===== config.mk =====
export PLATFORM = sky130hd
export DESIGN_NAME = readout_ctrl
export DESIGN_NICKNAME = d
export VERILOG_FILES = /design/src/rtl/readout_ctrl_pkg.sv /design/src/rtl/readout_ctrl_ring_ptr.sv /design/src/rtl/readout_ctrl.sv
export SDC_FILE = /design/constraint.sdc
export NUM_CORES = 1
export LEC_CHECK = 0
export BUFFER_PORTS_ARGS = -buffer_cell sky130_fd_sc_hd__buf_4
export CAP_MARGIN = 20
export CORE_ASPECT_RATIO = 0.5
export CORE_MARGIN = 2
export CORE_UTILIZATION = 48
export CTS_CLUSTER_DIAMETER = 150
export DETAILED_ROUTE_END_ITERATION = 8
export PLACE_DENSITY_LB_ADDON = 0.1
export SKIP_CTS_REPAIR_TIMING = 1
export SLEW_MARGIN = 30
export SYNTH_ARGS = -nofsm -noshare
export SYNTH_HDL_FRONTEND = slang
export SYNTH_SLANG_ARGS = --single-unit

===== constraint.sdc =====
create_clock -name clk_i -period 3.8 [get_ports clk_i]
set_input_delay 0.38 -clock clk_i [delete_from_list [all_inputs] [get_ports clk_i]]
set_output_delay 0.38 -clock clk_i [all_outputs]
set_load 0.03 [all_outputs]

===== src/rtl/readout_ctrl_pkg.sv =====
// Shared types and constants for the logic-analyzer capture/readout sequencer.
package readout_ctrl_pkg;

  typedef enum logic [2:0] {
    IDLE,
    ARMED,
    DELAY,
    RD_ADDR,
    RD_LOAD,
    SEND
  } rdout_state_t;

  // Read and delay counts are programmed in units of four samples.
  localparam int CNT_MUL = 4;

  // SUMP "set read & delay count" opcode, decoded upstream into cfg_stb_i.
  localparam logic [7:0] SUMP_OP_SET_COUNTS = 8'h81;

endpackage


===== src/rtl/readout_ctrl_ring_ptr.sv =====
// Wrapping up/down RAM pointer with parallel load; load has priority over count.
module readout_ctrl_ring_ptr #(
  parameter int W = 10
) (
  input  logic         clk_i,
  input  logic         rst_i,
  input  logic         load_i,
  input  logic [W-1:0] load_val_i,
  input  logic         inc_i,
  input  logic         dec_i,
  output logic [W-1:0] ptr_o
);

  logic [W-1:0] ptr_q, ptr_d;

  always_comb begin
    ptr_d = ptr_q;
    if (load_i) begin
      ptr_d = load_val_i;
    end else if (inc_i && !dec_i) begin
      ptr_d = ptr_q + W'(1);
    end else if (dec_i && !inc_i) begin
      ptr_d = ptr_q - W'(1);
    end
  end

  always_ff @(posedge clk_i or posedge rst_i) begin
    if (rst_i) begin
      ptr_q <= '0;
    end else begin
      ptr_q <= ptr_d;
    end
  end

  assign ptr_o = ptr_q;

endmodule


===== src/rtl/readout_ctrl.sv =====
// Capture/readout sequencer: fills an external ring buffer while armed, counts
// post-trigger samples, then streams the newest samples out newest-first.
module readout_ctrl
  import readout_ctrl_pkg::*;
#(
  parameter int SMPL_W  = 32,
  parameter int DEPTH_W = 10,
  parameter int CNT_W   = 16
) (
  input  logic               clk_i,
  input  logic               rst_i,
  input  logic               cfg_stb_i,
  input  logic [CNT_W-1:0]   read_cnt_i,
  input  logic [CNT_W-1:0]   delay_cnt_i,
  input  logic               arm_i,
  input  logic               abort_i,
  input  logic               trg_i,
  input  logic               smpl_stb_i,
  input  logic [SMPL_W-1:0]  smpl_i,
  output logic               mem_we_o,
  output logic [DEPTH_W-1:0] mem_addr_o,
  output logic [SMPL_W-1:0]  mem_wdata_o,
  input  logic [SMPL_W-1:0]  mem_rdata_i,
  input  logic               tx_rdy_i,
  output logic               tx_stb_o,
  output logic [SMPL_W-1:0]  tx_o,
  output logic               busy_o,
  output logic               done_o
);

  localparam int LEFT_W = CNT_W + 2;
  // One extra bit so 4*(read_cnt+1) cannot overflow before the clamp.
  localparam int PROD_W = CNT_W + 3;
  localparam logic [PROD_W-1:0] BUF_DEPTH = PROD_W'(1) << DEPTH_W;

  rdout_state_t       state_q, state_d;
  logic [CNT_W-1:0]   read_cnt_q, delay_cnt_q;
  logic [LEFT_W-1:0]  dly_cnt_q, dly_cnt_d;
  logic [LEFT_W-1:0]  rd_left_q, rd_left_d;
  logic [SMPL_W-1:0]  tx_q, tx_d;
  logic               done_q, done_d;

  logic [DEPTH_W-1:0] wr_ptr, rd_ptr, rd_start;
  logic               capturing, wr_en, wr_clr, rd_load, rd_dec;
  logic [PROD_W-1:0]  rd_req;
  logic [LEFT_W-1:0]  rd_total, dly_total;

  assign capturing = (state_q == ARMED) || (state_q == DELAY);
  assign wr_en     = capturing && smpl_stb_i;

  assign rd_req    = (PROD_W'(read_cnt_q) + PROD_W'(1)) * PROD_W'(CNT_MUL);
  assign rd_total  = LEFT_W'((rd_req > BUF_DEPTH) ? BUF_DEPTH : rd_req);
  assign dly_total = LEFT_W'(delay_cnt_q) * LEFT_W'(CNT_MUL);

  // Newest sample is the one written this cycle, else the one just before wr_ptr.
  assign rd_start  = wr_en ? wr_ptr : (wr_ptr - DEPTH_W'(1));

  readout_ctrl_ring_ptr #(.W(DEPTH_W)) u_wr_ptr (
    .clk_i      (clk_i),
    .rst_i      (rst_i),
    .load_i     (wr_clr),
    .load_val_i ('0),
    .inc_i      (wr_en),
    .dec_i      (1'b0),
    .ptr_o      (wr_ptr)
  );

  readout_ctrl_ring_ptr #(.W(DEPTH_W)) u_rd_ptr (
    .clk_i      (clk_i),
    .rst_i      (rst_i),
    .load_i     (rd_load),
    .load_val_i (rd_start),
    .inc_i      (1'b0),
    .dec_i      (rd_dec),
    .ptr_o      (rd_ptr)
  );

  always_comb begin
    state_d   = state_q;
    dly_cnt_d = dly_cnt_q;
    rd_left_d = rd_left_q;
    tx_d      = tx_q;
    done_d    = 1'b0;
    wr_clr    = 1'b0;
    rd_load   = 1'b0;
    rd_dec    = 1'b0;
    if (abort_i) begin
      state_d = IDLE;
    end else begin
      unique case (state_q)
        IDLE: begin
          if (arm_i) begin
            state_d = ARMED;
            wr_clr  = 1'b1;
          end
        end
        ARMED: begin
          if (trg_i) begin
            if (delay_cnt_q == '0) begin
              state_d   = RD_ADDR;
              rd_load   = 1'b1;
              rd_left_d = rd_total;
            end else begin
              state_d   = DELAY;
              dly_cnt_d = dly_total;
            end
          end
        end
        DELAY: begin
          if (wr_en) begin
            dly_cnt_d = dly_cnt_q - LEFT_W'(1);
            if (dly_cnt_q == LEFT_W'(1)) begin
              state_d   = RD_ADDR;
              rd_load   = 1'b1;
              rd_left_d = rd_total;
            end
          end
        end
        RD_ADDR: state_d = RD_LOAD;
        RD_LOAD: begin
          tx_d    = mem_rdata_i;
          state_d = SEND;
        end
        SEND: begin
          if (tx_rdy_i) begin
            rd_dec    = 1'b1;
            rd_left_d = rd_left_q - LEFT_W'(1);
            if (rd_left_q == LEFT_W'(1)) begin
              state_d = IDLE;
              done_d  = 1'b1;
            end else begin
              state_d = RD_ADDR;
            end
          end
        end
        default: state_d = IDLE;
      endcase
    end
  end

  always_ff @(posedge clk_i or posedge rst_i) begin
    if (rst_i) begin
      state_q     <= IDLE;
      read_cnt_q  <= '0;
      delay_cnt_q <= '0;
      dly_cnt_q   <= '0;
      rd_left_q   <= '0;
      tx_q        <= '0;
      done_q      <= 1'b0;
    end else begin
      state_q   <= state_d;
      dly_cnt_q <= dly_cnt_d;
      rd_left_q <= rd_left_d;
      tx_q      <= tx_d;
      done_q    <= done_d;
      if (cfg_stb_i && (state_q == IDLE)) begin
        read_cnt_q  <= read_cnt_i;
        delay_cnt_q <= delay_cnt_i;
      end
    end
  end

  assign mem_we_o    = wr_en;
  assign mem_addr_o  = (state_q == RD_ADDR) ? rd_ptr : wr_ptr;
  assign mem_wdata_o = wr_en ? smpl_i : '0;
  assign tx_stb_o    = (state_q == SEND);
  assign tx_o        = tx_q;
  assign busy_o      = (state_q != IDLE);
  assign done_o      = done_q;

endmodule


==> metrics.yaml, run 1 <==
placed_design:
  hpwl_um: 12340
  io_buffers: 181
  dp_slack_ns: 0.9047
  gp_congestion: 0.8932
  dp.cells: 1048
die:
  rows: 30
  core_um2: 13780
  die_w_um: 173.4
  die_h_um: 88.71
  dieArea_um2: 15380
  start_util_pct: 50.01
  num_io_pins: 182
cells_and_area:
  finalNonFillerCells: 1080
  drive_above_1_share_pct: 34.80
  num-nets-final: 987
  area_growth_pct: 31.27
  n_antenna_cell: 0
  final_common_cell: "buf_4"
  mostFrequentLayoutCells: "buf_4, dfrtp_1, mux2_2"
cts:
  cts-root-buf: "clkbuf_16"
  cts_tree: "done"
  clk_pin_slew_ns: 0.06
  clk_path_buf_depth: 2
  cts_made_buffers: 17
  htree_levels: 4
  clkLatencyLatePin_ns: 0.42
  clkSinkCount: 124
synthesis:
  synth-async-reset-ratio_pct: 100.0
  ys_ff_latch: 124
  synth_cell_type_count: 65
  synth-seq-area-share_pct: 45.04
  synthFlopType: "dfrtp_1"
  syn_area_per_cell_um2: 9.744
  synth_edf_count: 0
  syn-cell-area_um2: 6889
  ys_warn_count: 0
  syn-instance-count: 707
  syn_nets: 819
timing:
  worst_slack_ns: 0.8151
  fmax_mhz: 335.0
  fin_crit_sh_pct: 78.55
  rsz0062_at_grt: "false"
  period_minus_slack_ns: 2.985
  finalHoldViolations: 0
  holdWs_ns: 0.1435
  worst_pin_slew_ns: 0.8871
  tns_ns: 0
  slew_headroom_pct: 40.40
  skew_ns: 0.01110
  setup_violations: 0
  drv_slew: 0
routing:
  vias_per_cell: 5.680
  drt_iter0_markers: 477
  via_count: 6134
  wl_per_cell_um: 16.38
  drc: 0
  routed_wl_um: 17690
  dr.pass1.iters: 5
  antenna_left: 0
power_and_ir_drop:
  vdd_drop_max_mv: 0.4909
  p_per_area_nw_per_um2: 803.4
  finalPower_mw: 7.265
  swShare_pct: 41.79
  p_clk_share_pct: 22.6
  p_leak_nw: 4.166
  switchingPower_mw: 3.036
  seqPwrFrac_pct: 33.4
  p_comb_share_pct: 44.0
  internal_power_mw: 4.230
global_routing:
  grtUsageTotal_pct: 23.46
  grt_use_met3_pct: 7.174
  grt-ovfl-total: 0
  gr-usage-met2_pct: 38.51
  grt_pass1_wl_um: 28950
  grtUsageMet1_pct: 30.97
  grt_pass1_vias: 5856
  grt_max_degree: 125
  antenna_found_initial: 0
  busiest_layer: "met2"
worst_hold_path:
  hold_class: "in -> async"
critical_path:
  worstPathRequired_ns: 4.15
  crit_type: "reg -> reg"
  cp.arrival_ns: 3.34
  cp-start-kind: "flop"
  crit_fanout: 20
  cp-end-kind: "flop"
flow_run:
  cap_violations: 0
outcome:
  status: "finished, final reports clean"
[cells in the mapped netlist (4+ instances only)]
library cell,number,area share (%)
nor4_1,15,1.4
o31ai_1,6,0.65
nor2b_1,6,0.54
o2bb2ai_1,4,0.51
a211o_1,4,0.51
nor2_1,58,3.2
or4_1,4,0.44
a22o_1,7,0.89
nand4_1,11,1.0
mux2i_1,5,0.73
o22ai_1,4,0.36
o22a_1,6,0.76
inv_1,21,1.1
ha_1,8,1.5
clkbuf_1,32,1.7
xor2_1,12,1.5
nand3_1,21,1.5
buf_2,8,0.58
xnor2_1,21,2.7
nand2b_1,4,0.36
and3_1,36,3.3
o21ai_0,43,3.1
dfrtp_1,124,45
a31o_2,4,0.51
nand2_1,43,2.3
or3_1,10,0.91
a31oi_1,9,0.82
mux2_2,66,11
a22oi_1,8,0.87
nor3_1,32,2.3
nor4b_1,5,0.64
a21oi_1,25,1.8
nor3b_1,4,0.44
[power by group through the flow]
stage	Combinational, mW	Sequential, mW	Clock (mW)
4_1_cts	3.20	2.41	1.66
5_1_grt	3.49	2.51	1.73
6_report	3.20	2.42	1.64
3_3_place_gp	3.12	2.40	0
3_5_place_dp	3.18	2.42	0
2_1_floorplan	2.02	2.57	0
[kinds of logic after synthesis]
group	synth area share, %
AND/OR/NAND/NOR	20.20
AO/OA/AOI/OAI	13.97
flip-flops	45.04
multiplexers	11.51
buffers and inverters	3.633
XOR/XNOR	4.195
adder cells (fa/ha/maj)	1.453
[worst max-delay path: stages, from the launching register on]
cell       delay (ns)
dfrtp_1          0.66
nor2b_1          0.23
nand2_1          0.12
buf_4            0.25
inv_1            0.20
a211oi_1         0.22
o2111ai_1        0.20
nor3_1           0.76
a31o_2           0.27
[per-layer routing]
layer / share of wire (%) / wire (um)
met1: 46 / 8114
met3: 8.2 / 1454
met2: 45 / 7995
met4: 0.69 / 122
met5: 0 / 0
[layout make-up]
| class | instances | area, um2 |
|---|---|---|
| flip-flops and latches | 124 | 3103 |
| inverters | 21 | 81.33 |
| repair buffers | 191 | 1446 |
| multi-input cells | 520 | 3573 |
| well taps | 192 | 240.2 |
| clock buffers | 18 | 439.2 |
| clock inverters | 14 | 160.2 |
| fillers | 1087 | 4732 |
[path summary, 6_finish.rpt]
| kind | startpoint | endpoint | slack [ns] | depth (start not counted) |
|---|---|---|---|---|
| worst max-delay path | state_q[1]$_DFFE_PP0P_ | rd_left_q[6]$_DFFE_PP0P_ | 0.82 | 8 |
| worst min-delay path | rst_i | tx_o[23]$_DFFE_PP0P_ | 0.14 | 3 |
| worst max register to register | state_q[1]$_DFFE_PP0P_ | rd_left_q[6]$_DFFE_PP0P_ | 0.82 | 8 |
| worst min register to register | dly_cnt_q[7]$_DFFE_PP0P_ | dly_cnt_q[7]$_DFFE_PP0P_ | 0.49 | 1 |
| max in group asynchronous | rst_i | u_rd_ptr.ptr_o[1]$_DFFE_PP0P_ | 3.19 | 3 |
| min in group clk_i | delay_cnt_i[11] | delay_cnt_q[11]$_DFFE_PP0P_ | 0.19 | 2 |
[state kept, by name, summed over array words and instances, names as in the netlist]
| name | cells |
|---|---|
| u_rd_ptr.ptr_o | 10 |
| u_wr_ptr.ptr_o | 10 |
| dly_cnt_q | 18 |
| done_o | 1 |
| state_q | 3 |
| delay_cnt_q | 16 |
| read_cnt_q | 16 |
| tx_o | 32 |
| rd_left_q | 18 |
[per-stage QoR]
stage                     cell area [um2]  utilization [%]
after global placement               8428            61.18
after CTS                            9032            65.57
after floorplan                      6889                -
after global routing                 9044            65.65
after detailed placement             8433            61.22
final                                9044            65.65
Power figures use the tool's default switching activity.
==> inputs of run 2 (changes only) <==
Settings changed: ABC_AREA set to 1, CORE_UTILIZATION 48 to 49.
Clock period 3.8 ns to 2.5 ns, I/O delays scaled along.
==> metrics.yaml, run 2 <==
power_and_ir_drop:
  p_per_area_nw_per_um2: 1189  # +48%
  finalPower_mw: 11.15  # +53%
  p_leak_nw: 4.764  # +14%
  vdd_drop_max_mv: 0.6817  # +39%
routing:
  drc: 0  # unchanged
  via_count: 6695  # +9.1%
  dr.max_layer_used: "met4"
  met3_length_um: 1629  # +12%
  vias_per_cell: 5.111  # -10%
  wl_per_cell_um: 14.06  # -14%
  wl_met1_um: 8240  # +1.6%
  antenna_left: 0  # unchanged
  routed_wl_um: 18420  # +4.1%
  wl_met2_um: 8373  # +4.7%
  dr.pass1.iters: 5  # unchanged
  drt_iter0_markers: 410  # -14%
synthesis:
  ys_ff_latch: 124  # unchanged
  yosys-top-cells-area: "dfrtp_1, nor2_1, nand2_1, inv_1, mux2_2"
  synth_edf_count: 0  # unchanged
  synth_compound_area_share_pct: 12.14  # -1.8 points
  syn-cell-area_um2: 7144  # +3.7%
  syn-instance-count: 918  # +30%
  syn_area_per_cell_um2: 7.783  # -20%
  synth_cell_type_count: 43  # -34%
  synthFlopType: "dfrtp_1"
  yosysTopAreaCell: "dfrtp_1"
  synth_mux_area_share_pct: 6.147  # -5.4 points
  synth-seq-area-share_pct: 43.43  # -1.6 points
  synth_fa_ha_area_share_pct: 1.401  # -0.052 points
  synthTopCellsByCount: "nor2_1, nand2_1, dfrtp_1, inv_1, o21ai_0"
  synth_top_family_by_area: "simple AND/OR/NAND/NOR gates"
  syn_nets: 1030  # +26%
  ys_warn_count: 0  # unchanged
  synthSimpleGateAreaFrac_pct: 24.20  # +4.0 points
  synth_xor_area_share_pct: 3.800  # -0.40 points
  synth_top_area_share_pct: 43.43  # -1.6 points
  synth-async-reset-ratio_pct: 100.0  # unchanged
  synth_most_common_cell: "nor2_1"
cells_and_area:
  area_growth_pct: 31.23  # about the same
  num-nets-final: 1211  # +23%
  largest_reg_flops: 32  # unchanged
  n_antenna_cell: 0  # unchanged
  finalNonFillerCells: 1310  # +21%
  drive_above_1_share_pct: 26.08  # -8.7 points
  mostFrequentLayoutCells: "buf_4, nor2_1, nand2_1"
  final_common_cell: "buf_4"
  fin_util_pct: 65.33  # -0.32 points
timing:
  fmax_mhz: 444.9
  rsz0062_at_grt: "false"
  period_minus_slack_ns: 2.248
  skew_ns: 0.01023  # -0.0008743 ns
  worst_pin_slew_ns: 0.6724  # -0.2147 ns
  slew_headroom_pct: 55.01  # +15 points
  setup_violations: 0  # unchanged
  finalHoldViolations: 0  # unchanged
  worst_slack_ns: 0.2522  # -0.5629 ns
  tns_ns: 0  # unchanged
  drv_slew: 0  # unchanged
  fin_crit_sh_pct: 89.91
die:
  dieArea_um2: 15620  # +1.5%
  core_um2: 14350  # +4.2%
  rows: 31  # +3.3%
  start_util_pct: 49.78  # -0.23 points
  num_io_pins: 182  # unchanged
  die_w_um: 174.8  # +0.77%
  die_h_um: 89.38  # +0.76%
placed_design:
  hpwl_um: 13340  # +8.0%
  io_buffers: 181  # unchanged
  dp_slack_ns: 0.5154  # -0.3893 ns
  gp_congestion: 0.8614  # -3.6%
  dp.cells: 1278  # +22%
critical_path:
  crit_fanout: 32  # +60%
  cp-end-kind: "output port"
  worstPathRequired_ns: 2.25  # -1.90 ns
  cp.arrival_ns: 2.00  # -1.34 ns
  crit_type: "reg -> out"
  cp_cell_sequence: "inv_2 > nand3_1 > nand2_4 > nand2_4 > buf_4 > nor2_1 > buf_4"
  slowest_delay_ns: 0.43  # -0.33 ns
  cp-start-kind: "flop"
  critPathSlowestCell: "dfrtp_1"
cts:
  htree_levels: 4  # unchanged
  clk_pin_slew_ns: 0.06  # about the same
  cts_made_buffers: 17  # unchanged
  cts-root-buf: "clkbuf_16"
  clkSinkCount: 124  # unchanged
  clkLatencyLatePin_ns: 0.42  # about the same
  clk_path_buf_depth: 2  # unchanged
  cts_tree: "done"
global_routing:
  grt-ovfl-total: 0  # unchanged
  grtUsageTotal_pct: 24.25  # +0.78 points
  grt_pass1_vias: 6347  # +8.4%
  grt_max_degree: 125  # unchanged
  grt_pass1_wl_um: 30230  # +4.4%
  antenna_found_initial: 0  # unchanged
worst_hold_path:
  hold_class: "in -> async"
outcome:
  status: "finished, final reports clean"
flow_run:
  cap_violations: 0  # unchanged
-- run 2: cell count changes after synthesis, sizes merged, moves of 27 or more --
cell,previous run,this run
a21oi,27,65
and3,36,0
inv,21,126
mux2,66,39
nand2,43,142
nor2,59,165
o21ai,44,73
-- run 2: path summary, 6_finish.rpt --
kind / from / to / slack, ns / depth (start not counted)
worst min-delay path: rst_i / delay_cnt_q[11]$_DFFE_PP0P_ / 0.02 / 3
max in group asynchronous: rst_i / read_cnt_q[1]$_DFFE_PP0P_ / 1.96 / 3
worst max register to register: state_q[0]$_DFFE_PP0P_ / rd_left_q[5]$_DFFE_PP0P_ / 0.46 / 9
min in group clk_i: mem_rdata_i[5] / tx_o[5]$_DFFE_PP0P_ / 0.06 / 2
worst min register to register: tx_o[15]$_DFFE_PP0P_ / tx_o[15]$_DFFE_PP0P_ / 0.51 / 1
worst max-delay path: state_q[0]$_DFFE_PP0P_ / mem_wdata_o[18] / 0.25 / 7
-- run 2: kinds of logic (layout without fill, tap and decap cells) --
family	Yosys count	count (layout)
buf+inv	158	352
flops	124	124
xor+xnor	31	31
mux	39	39
fa+ha+maj	8	8
simple gates	397	397
compound gates	161	161
-- run 2: cell type report --
cell class	count	area, um2
fillers	1225	4976
multi-input cells	636	3415
flip-flops and latches	124	3103
repair buffers	192	1454
inverters	128	486.7
clock buffers	18	439.2
well taps	198	247.7
clock inverters	14	230.2
-- run 2: layer usage --
metal	track usage (%)	vias to the layer above
met1	30.76	3093
li1	-	3358
met2	40.17	232
met3	8.503	12
met4	6.515	0
met5	0	-
-- run 2: critical path: cells and delay by family (launching register included) --
kind	cells	cell delay, ns
DFF	1	0.43
and+or+nand+nor	4	0.62
buffers and inverters	3	0.54
-- run 2: power by group --
part / switching [mW] / internal, mW / total (mW) / leakage, nW
Sequential: 0.633 / 2.82 / 3.45 / 1.52
Combinational: 3.06 / 1.83 / 4.90 / 2.92
Clock: 0.983 / 1.82 / 2.80 / 0.324
Total: 4.68 / 6.47 / 11.2 / 4.76
-- run 2: metrics by stage --
| stage | hold slack [ns] | cell area [um2] |
|---|---|---|
| CTS | 0.04958 | 9375 |
| global route | 0.04147 | 9375 |
| detailed placement | 0.4864 | 8706 |
| global placement | 0.4823 | 8706 |
| finish | 0.02064 | 9375 |
| floorplan | 0.4004 | 7148 |
